**src/rtl/ym_bus_sequencer.sv**
```systemverilog
`default_nettype none
// ============================================================================
//  Module      : ym_bus_sequencer
//  Description : Queues CPU writes to the YM2149 ports (FFFD/BFFD) in a small
//                FIFO and replays them onto the YM bus as SETUP/STROBE/HOLD
//                cycles. Drives TurboSound chip selects from FE/FF commands.
//  Revision    : 1.0 - initial release
// ============================================================================
module ym_bus_sequencer #(
  parameter int unsigned SETUP_CYC  = 1,
  parameter int unsigned STROBE_CYC = 3,
  parameter int unsigned HOLD_CYC   = 1
) (
  input  logic       cpu_clock,
  input  logic       reset,
  input  logic       req_valid,
  input  logic       req_type,
  input  logic [7:0] req_data,
  output logic       req_ready,
  output logic [7:0] ym_da,
  output logic       ym_da_oe,
  output logic       ym_bdir,
  output logic       ym_bc1,
  output logic       ym_cs0_n,
  output logic       ym_cs1_n,
  output logic       idle,
  output logic       ovf
);

  // Dwell reload values: the counter counts down to zero, so N cycles load N-1.
  localparam logic [2:0] c_setup_ld  = 3'(SETUP_CYC - 1);
  localparam logic [2:0] c_strobe_ld = 3'(STROBE_CYC - 1);
  localparam logic [2:0] c_hold_ld   = 3'(HOLD_CYC - 1);

  typedef enum logic [1:0] {
    ST_IDLE   = 2'd0,
    ST_SETUP  = 2'd1,
    ST_STROBE = 2'd2,
    ST_HOLD   = 2'd3
  } state_t;

  state_t      state_q, state_d;
  logic [2:0]  dwell_q, dwell_d;
  logic [8:0]  mem_q [4];
  logic [8:0]  mem_d [4];
  logic [1:0]  wr_ptr_q, wr_ptr_d;
  logic [1:0]  rd_ptr_q, rd_ptr_d;
  logic [2:0]  count_q, count_d;
  logic        sel_q, sel_d;
  logic [7:0]  da_q, da_d;
  logic        type_q, type_d;
  logic        oe_q, oe_d;
  logic        bdir_q, bdir_d;
  logic        bc1_q, bc1_d;
  logic        ovf_q, ovf_d;

  logic        w_push;
  logic        w_pop;
  logic        w_empty;
  logic [8:0]  w_head;
  logic        w_head_is_cs;

  // Space is judged on the registered count only; a same-cycle pop does not help.
  assign req_ready    = (count_q < 3'd4);
  assign w_push       = req_valid & req_ready;
  assign w_empty      = (count_q == 3'd0);
  assign w_head       = mem_q[rd_ptr_q];
  // Address write of F8..FF is a TurboSound chip-select command, not a bus cycle.
  assign w_head_is_cs = ~w_head[8] & (w_head[7:3] == 5'b11111);

  // FIFO storage, pointers, occupancy and the sticky overflow flag.
  always_comb begin
    mem_d    = mem_q;
    wr_ptr_d = wr_ptr_q;
    rd_ptr_d = rd_ptr_q;
    count_d  = count_q;
    ovf_d    = ovf_q | (req_valid & ~req_ready);
    if (w_push) begin
      mem_d[wr_ptr_q] = {req_type, req_data};
      wr_ptr_d        = wr_ptr_q + 2'd1;
    end
    if (w_pop) begin
      rd_ptr_d = rd_ptr_q + 2'd1;
    end
    case ({w_push, w_pop})
      2'b10:   count_d = count_q + 3'd1;
      2'b01:   count_d = count_q - 3'd1;
      default: count_d = count_q;
    endcase
  end

  // Bus-cycle FSM: next state, dwell counter, head latch and chip-select update.
  always_comb begin
    state_d = state_q;
    dwell_d = dwell_q;
    da_d    = da_q;
    type_d  = type_q;
    sel_d   = sel_q;
    w_pop   = 1'b0;
    case (state_q)
      ST_IDLE: begin
        if (!w_empty) begin
          w_pop = 1'b1;
          if (w_head_is_cs) begin
            sel_d = ~w_head[0];
          end else begin
            state_d = ST_SETUP;
            dwell_d = c_setup_ld;
            da_d    = w_head[7:0];
            type_d  = w_head[8];
          end
        end
      end
      ST_SETUP: begin
        if (dwell_q == 3'd0) begin
          state_d = ST_STROBE;
          dwell_d = c_strobe_ld;
        end else begin
          dwell_d = dwell_q - 3'd1;
        end
      end
      ST_STROBE: begin
        if (dwell_q == 3'd0) begin
          state_d = ST_HOLD;
          dwell_d = c_hold_ld;
        end else begin
          dwell_d = dwell_q - 3'd1;
        end
      end
      ST_HOLD: begin
        if (dwell_q == 3'd0) begin
          state_d = ST_IDLE;
        end else begin
          dwell_d = dwell_q - 3'd1;
        end
      end
      default: state_d = ST_IDLE;
    endcase
  end

  // Bus controls are registered from the next state so the pins are glitch-free.
  always_comb begin
    oe_d   = (state_d != ST_IDLE);
    bdir_d = (state_d == ST_STROBE);
    bc1_d  = (state_d == ST_STROBE) & ~type_d;
  end

  // State registers; reset drops the bus controls immediately and flushes the FIFO.
  always_ff @(posedge cpu_clock or negedge reset) begin
    if (!reset) begin
      state_q  <= ST_IDLE;
      dwell_q  <= 3'd0;
      for (int i = 0; i < 4; i++) mem_q[i] <= 9'd0;
      wr_ptr_q <= 2'd0;
      rd_ptr_q <= 2'd0;
      count_q  <= 3'd0;
      sel_q    <= 1'b0;
      da_q     <= 8'h00;
      type_q   <= 1'b0;
      oe_q     <= 1'b0;
      bdir_q   <= 1'b0;
      bc1_q    <= 1'b0;
      ovf_q    <= 1'b0;
    end else begin
      state_q  <= state_d;
      dwell_q  <= dwell_d;
      mem_q    <= mem_d;
      wr_ptr_q <= wr_ptr_d;
      rd_ptr_q <= rd_ptr_d;
      count_q  <= count_d;
      sel_q    <= sel_d;
      da_q     <= da_d;
      type_q   <= type_d;
      oe_q     <= oe_d;
      bdir_q   <= bdir_d;
      bc1_q    <= bc1_d;
      ovf_q    <= ovf_d;
    end
  end

  assign ym_da    = da_q;
  assign ym_da_oe = oe_q;
  assign ym_bdir  = bdir_q;
  assign ym_bc1   = bc1_q;
  assign ym_cs0_n = sel_q;
  assign ym_cs1_n = ~sel_q;
  assign idle     = (state_q == ST_IDLE) & w_empty;
  assign ovf      = ovf_q;

endmodule
`default_nettype wire

```
**config.mk**
```make
export PLATFORM = sky130hd
export DESIGN_NAME = ym_bus_sequencer
export DESIGN_NICKNAME = d
export VERILOG_FILES = /design/src/rtl/ym_bus_sequencer.sv
export SDC_FILE = /design/constraint.sdc
export NUM_CORES = 1
export LEC_CHECK = 0
export ABC_AREA = 1
export CORE_MARGIN = 2
export CORE_UTILIZATION = 30
export DETAILED_ROUTE_END_ITERATION = 10
export PLACE_DENSITY = 0.52
export SETUP_SLACK_MARGIN = 0.15
export SLEW_MARGIN = 20
export SYNTH_ARGS = -nofsm -noshare
export SYNTH_HDL_FRONTEND = slang
export SYNTH_SLANG_ARGS = --single-unit
export TNS_END_PERCENT = 100
```
**constraint.sdc**
```tcl
create_clock -name cpu_clock -period 2.71 [get_ports cpu_clock]
set_input_delay 0.271 -clock cpu_clock [delete_from_list [all_inputs] [get_ports cpu_clock]]
set_output_delay 0.271 -clock cpu_clock [all_outputs]
set_load 0.03 [all_outputs]
```
==> reports/qor.csv, run 1 <==
stage,metric,value,unit
status,outcome,completed,
flow_run,cap_violations,0,
cells_and_area,area_growth,20.9,%
floorplan,dieArea,10600,um2
synthesis,yosysSeqAreaShare,0.528,
cts,clock_latency,330,ps
placement,routabilityCongestion,0.735,
synthesis,synthXorXnorAreaFrac,0.0179,
synthesis,synth_cell_types,27,
floorplan,die_y,103,um
sta,hold_viol,0,
hold_path,hold_class,input port to async pin,
synthesis,synth_cells,351,
worst_setup_path,cp-start-kind,flop,
cells_and_area,mostFrequentLayoutCells,"nand2_1, dfrtp_1, o21ai_0",
placement,place.port_buffers,27,
synthesis,synth_compound_area_frac,0.105,
routing,drc,0,
synthesis,syn_area,2940,um2
routing,vias_per_cell,4.38,
sta,drv_slew,0,
sta,finClkSkew,7.10,ps
power,powerDensity,1250,nW/um2
cells_and_area,final_cells,521,
routing,wl,6.21,mm
sta,setup_tns,0,ps
sta,slew_headroom,0.470,
floorplan,coreArea,9640,um2
synthesis,ys_warn_count,0,
worst_setup_path,crit_fanout,3,
worst_setup_path,path_class,flop to primary output,
floorplan,die_w,103,um
synthesis,synth-simple-area-share,0.238,
cts,cts_sinks,62,
cts,h-tree-depth,3,
cts,clock_path_buffers,2,
cts,clockRootBuffer,clkbuf_8,
worst_setup_path,cp-startpoint,count_q[0]$_DFFE_PN0P_,
placement,hpwl,4.27,mm
global_route,grt_usage,0.132,
synthesis,synthAdderAreaFrac,0.0366,
power,peakVddDrop,0.340,mV
global_route,grt_max_degree,63,
global_route,first_global_vias,2214,
global_route,grt_pass1_wl,10.6,mm
synthesis,synthMuxAreaShare,0,
global_route,antenna_found_initial,0,
sta,setup_violations,0,
cells_and_area,nets,403,
power,leakage,0.00174,uW
cells_and_area,regArea,1550,um2
cts,hold_buffers,0,
sta,max_freq,440,MHz
sta,fin_crit,2270,ps
sta,min_period_over_period,0.839,
cells_and_area,layout-drive-gt1-share,0.0928,
cts,cts_tree,built,
cts,postCtsSetupRepairBufs,0,
worst_setup_path,critPathArrivalTime,2000,ps
cells_and_area,insertedDiodeCount,0,
cts,clkTransAtPathRegs,70,ps
cells_and_area,multiInputGateArea,1170,um2
floorplan,start_util,0.305,
floorplan,ios,28,
routing,drtIter0Drc,84,
floorplan,rows,36,
routing,drt_pre_antenna_iters,4,
worst_setup_path,worst_setup_path_end_kind,primary output,
global_route,overflow,0,
synthesis,synth_top_family_by_area,simple AND/OR/NAND/NOR gates,
routing,routedWlPerCell,11.9,um
sta,rsz0062_at_grt,false,
placement,placed_cells,505,
worst_setup_path,cp.required,2440,ps
sta,tightestPinTransition,794,ps
cells_and_area,final_common_cell,nand2_1,
synthesis,synthesis.nets,371,
worst_setup_path,critical_path.endpoint,idle,
routing,ant_nets,0,
synthesis,avgSynthCellArea,8.38,um2
routing,vias,2280,
worst_setup_path,r2r_setup_slack,540,ps
worst_setup_path,r2r-start,state_q[1]$_DFF_PN0_,
cts,cts-resized-gates,0,
worst_setup_path,regToRegEndpoint,count_q[2]$_DFFE_PN0P_,
synthesis,synth_seq_cells,62,
cells_and_area,num-fill-cells,1029,
worst_setup_path,r2r_cells,9,
cts,cts_made_buffers,9,
## state kept, by name, indices dropped and copies added (netlist names), 2 cells and up
signal and cells:
count_q 3, rd_ptr_q 2, wr_ptr_q 2, mem_q 36, dwell_q 3, state_q 2
ym_da 8
## worst min path at each step
stage	start	end	slack, ps	cells after the start
2_1_floorplan	reset	count_q[0]$_DFFE_PN0P_	-20	0
3_3_place_gp	type_q$_DFF_PN0_	type_q$_DFF_PN0_	460	2
3_5_place_dp	type_q$_DFF_PN0_	type_q$_DFF_PN0_	460	2
4_1_cts	reset	ym_da_oe$_DFF_PN0_	120	2
5_1_grt	reset	ym_da_oe$_DFF_PN0_	150	2
6_report	reset	ym_da_oe$_DFF_PN0_	90	2
## logic make-up (layout without fill, tap and decap cells)
family | count (synthesis) | count (layout)
buf+inv | 49 | 86
fa+ha+maj | 8 | 8
simple gates | 167 | 167
flops | 62 | 62
xor+xnor | 6 | 6
compound gates | 59 | 59
## report_power, final
part | total [uW] | internal [uW] | switching [uW]
clock network | 899 | 539 | 360
registers | 1580 | 1340 | 243
logic | 1950 | 711 | 1240
total | 4430 | 2590 | 1840
## layout make-up
class / count / area share
multi-input cells: 240 / 0.329
clock buffers: 10 / 0.0387
clock inverters: 6 / 0.0239
inverters: 38 / 0.0401
well taps: 133 / 0.0468
flip-flops and latches: 62 / 0.436
repair buffers: 32 / 0.0852
## metrics by stage
step	hold WS (ps)	cell area, um2	setup WS (ps)	total power [uW]	utilization
final	94.6	3550	437	4430	0.369
after global routing	151	3550	296	4850	0.369
after CTS	119	3550	395	4480	0.369
after detailed placement	463	3330	543	3560	0.346
after global placement	458	3330	592	3520	0.346
after floorplan	-24.6	2940	719	3030	-
## layer usage
metal,track usage,part of all wire,vias to the layer above
met3,0.0481,0.045,4
met4,0.0455,0.0063,0
met2,0.199,0.46,36
li1,-,-,1173
met1,0.176,0.49,1067
met5,0,0,-
## cell usage after synthesis
master    instances  area share
clkbuf_1          4      0.0051
o22ai_1           2      0.0043
o21ai_1           6       0.010
nand2_1         124        0.16
nand4_1           3      0.0064
nand3_1          16       0.027
buf_2             2      0.0034
inv_1            36       0.046
nor2_1           11       0.014
xor2_1            5       0.015
buf_6             2      0.0077
xnor2_1           1      0.0030
a32o_1            1      0.0034
nand3_2           4       0.014
a21oi_1           2      0.0034
buf_8             1      0.0051
nor2_2            4      0.0085
nand2_2           4      0.0085
ha_1              7       0.030
buf_4             2      0.0051
o211ai_1          1      0.0026
dfrtp_1          62        0.53
o21ai_0          46       0.078
nor3_1            1      0.0017
o21bai_1          1      0.0026
inv_2             2      0.0026
fa_1              1      0.0068
## critical path, stage by stage, from the launching register on
cell and delay [ps]:
dfrtp_1 410, nor3_1 310, inv_1 100, nor2_1 160
clkdlybuf4s50_1 690
No activity file was read; power rests on OpenSTA's default activity.
==> inputs of run 2 (changes only) <==
clock period = 2.1 ns   (was 2.71 ns; I/O delays follow)
==> run 2 against run 1 <==
Net effect:
- count of clock-buffer cells in the layout increased by 2
- clock skew up 3.9 ps
- hold slack improved by 350 ps
- setup slack got worse by 190 ps
- power increased by 30%
- cell area rose by 2.4%
- critical path depth increased by 5
- highest routed layer unchanged
==> reports/qor.csv, run 2 (synthesis results as in run 1) <==
stage,metric,value,unit
status,outcome,completed,
routing,drtIter0Drc,98,
cts,clkTransAtPathRegs,70,ps
cts,cts_made_buffers,9,
floorplan,coreArea,9640,um2
cells_and_area,area_growth,23.7,%
floorplan,start_util,0.305,
power,peakVddDrop,0.412,mV
cells_and_area,largest_register,mem_q,
sta,setup_ws,249,ps
worst_setup_path,cp.required,2320,ps
cells_and_area,layout-drive-gt1-share,0.121,
sta,setup_violations,0,
worst_setup_path,path_delay_family,adder cells,
flow_run,cap_violations,0,
cells_and_area,fin_area,3640,um2
global_route,antenna_found_initial,0,
sta,tightestPinTransition,658,ps
global_route,overflow,0,
worst_setup_path,cp_slowest_stage_delay,450,ps
worst_setup_path,regToRegEndpoint,count_q[2]$_DFFE_PN0P_,
worst_setup_path,crit_chain,nor2_4 > inv_2 > nor2_4 > ha_1 > inv_1 > fa_1 > a21oi_1 > o21ai_0 > xor2_1,
routing,drc,0,
floorplan,dieArea,10600,um2
global_route,grt_max_degree,29,
worst_setup_path,r2r_setup_slack,250,ps
placement,placed_cells,515,
worst_setup_path,crit_fanout,6,
cts,h-tree-depth,3,
floorplan,die_y,103,um
placement,hpwl,4.35,mm
sta,drv_slew,0,
cts,clock_latency,340,ps
floorplan,die_w,103,um
cells_and_area,num-fill-cells,1021,
worst_setup_path,r2r_cells,9,
worst_setup_path,critPathArrivalTime,2070,ps
routing,vias,2304,
power,power,5740,uW
sta,max_freq,540,MHz
cts,cts_tree,built,
routing,ant_nets,0,
global_route,grt_usage,0.132,
routing,wl,6.22,mm
sta,slew_headroom,0.561,
sta,fin_crit,1850,ps
placement,dpl-instance-area,3420,um2
sta,rsz0062_at_grt,true,
global_route,grt_pass1_wl,10.7,mm
sta,hold_viol,0,
floorplan,ios,28,
worst_setup_path,path_buf_inv,2,
cells_and_area,final_cells,531,
sta,setup_tns,0,ps
cells_and_area,mostFrequentLayoutCells,"nand2_1, dfrtp_1, o21ai_0",
hold_path,hold_class,input port to async pin,
cells_and_area,nets,414,
global_route,first_global_vias,2226,
cts,clockRootBuffer,clkbuf_8,
placement,place_ws,173,ps
placement,routabilityCongestion,0.786,
cts,postCtsSetupRepairBufs,0,
worst_setup_path,worst_setup_path_end_kind,flop,
routing,drt_pre_antenna_iters,4,
worst_setup_path,crit_slowest_cell,dfrtp_2,
worst_setup_path,cp-start-kind,flop,
power,leakage,0.00180,uW
placement,place.port_buffers,27,
cells_and_area,largest_register_ffs,36,
cells_and_area,final_common_cell,nand2_1,
routing,routedWlPerCell,11.7,um
cts,cts_sinks,62,
floorplan,rows,36,
cts,clock_path_buffers,2,
cells_and_area,insertedDiodeCount,0,
power,powerDensity,1580,nW/um2
routing,vias_per_cell,4.34,
worst_setup_path,path_class,flop to flop,
sta,finClkSkew,11.0,ps
worst_setup_path,crit_path_frequent_cell,nor2_4,
worst_setup_path,r2r-start,state_q[1]$_DFF_PN0_,
sta,min_period_over_period,0.882,
## run 2: per-layer routing
layer,share of wire,GRT usage
met5,0,0
met4,0.012,0.0547
met3,0.036,0.0271
met2,0.45,0.209
met1,0.50,0.175
## run 2: worst max path at each step
stage	startpoint	to	slack (ps)	depth (start not counted)
2_1_floorplan	state_q[1]$_DFF_PN0_	count_q[2]$_DFFE_PN0P_	170	9
3_3_place_gp	state_q[1]$_DFF_PN0_	count_q[2]$_DFFE_PN0P_	230	9
3_5_place_dp	state_q[1]$_DFF_PN0_	count_q[2]$_DFFE_PN0P_	170	9
4_1_cts	count_q[1]$_DFFE_PN0P_	idle	170	4
5_1_grt	state_q[1]$_DFF_PN0_	count_q[2]$_DFFE_PN0P_	120	9
6_report	state_q[1]$_DFF_PN0_	count_q[2]$_DFFE_PN0P_	250	9
## run 2: layout make-up
cell class,count,area (um2),share of cell area
multi-input combinational,240,1180,0.325
timing repair buffer,43,395,0.109
tap,133,166,0.0457
clock inverter,3,43.8,0.0120
inverter,38,144,0.0395
sequential,62,1550,0.427
clock buffer,12,155,0.0426
## run 2: worst register-to-register path, delay by kind of cell (launching register included)
kind                     cells  cell delay (ps)
AND/OR/NAND/NOR              2              230
buffers and inverters        2              140
XOR/XNOR                     1              150
adder cells (fa/ha/maj)      2              530
AO/OA/AOI/OAI                2              260
flip-flops                   1              450
## run 2: metrics by stage
stage / hold slack, ps / utilization
2_1_floorplan: -85.6 / -
3_3_place_gp: 280 / 0.355
3_5_place_dp: 280 / 0.355
4_1_cts: 448 / 0.377
5_1_grt: 466 / 0.377
6_report: 442 / 0.377
## run 2: timing repair
| item | 4_1_cts | 5_1_grt |
|---|---|---|
| endpoints found under the setup margin | 1 | 5 |
| endpoints found under the hold margin | 26 | 0 |
| hold buffers | 1 | 0 |
| gates resized for setup | 1 | 7 |
## run 2: report_power, final
part	leakage (uW)	internal [uW]	switching, uW	total, uW
Sequential	0.000770	1730	328	2060
Clock	0.000102	607	439	1050
Combinational	0.000923	1040	1600	2630
Total	0.00180	3370	2360	5740
==> inputs of run 3 (changes only) <==
GPL_TIMING_DRIVEN = 1   (was unset)
==> results of run 3 <==
The final DEF is identical to that of run 2; final timing and power are the same.
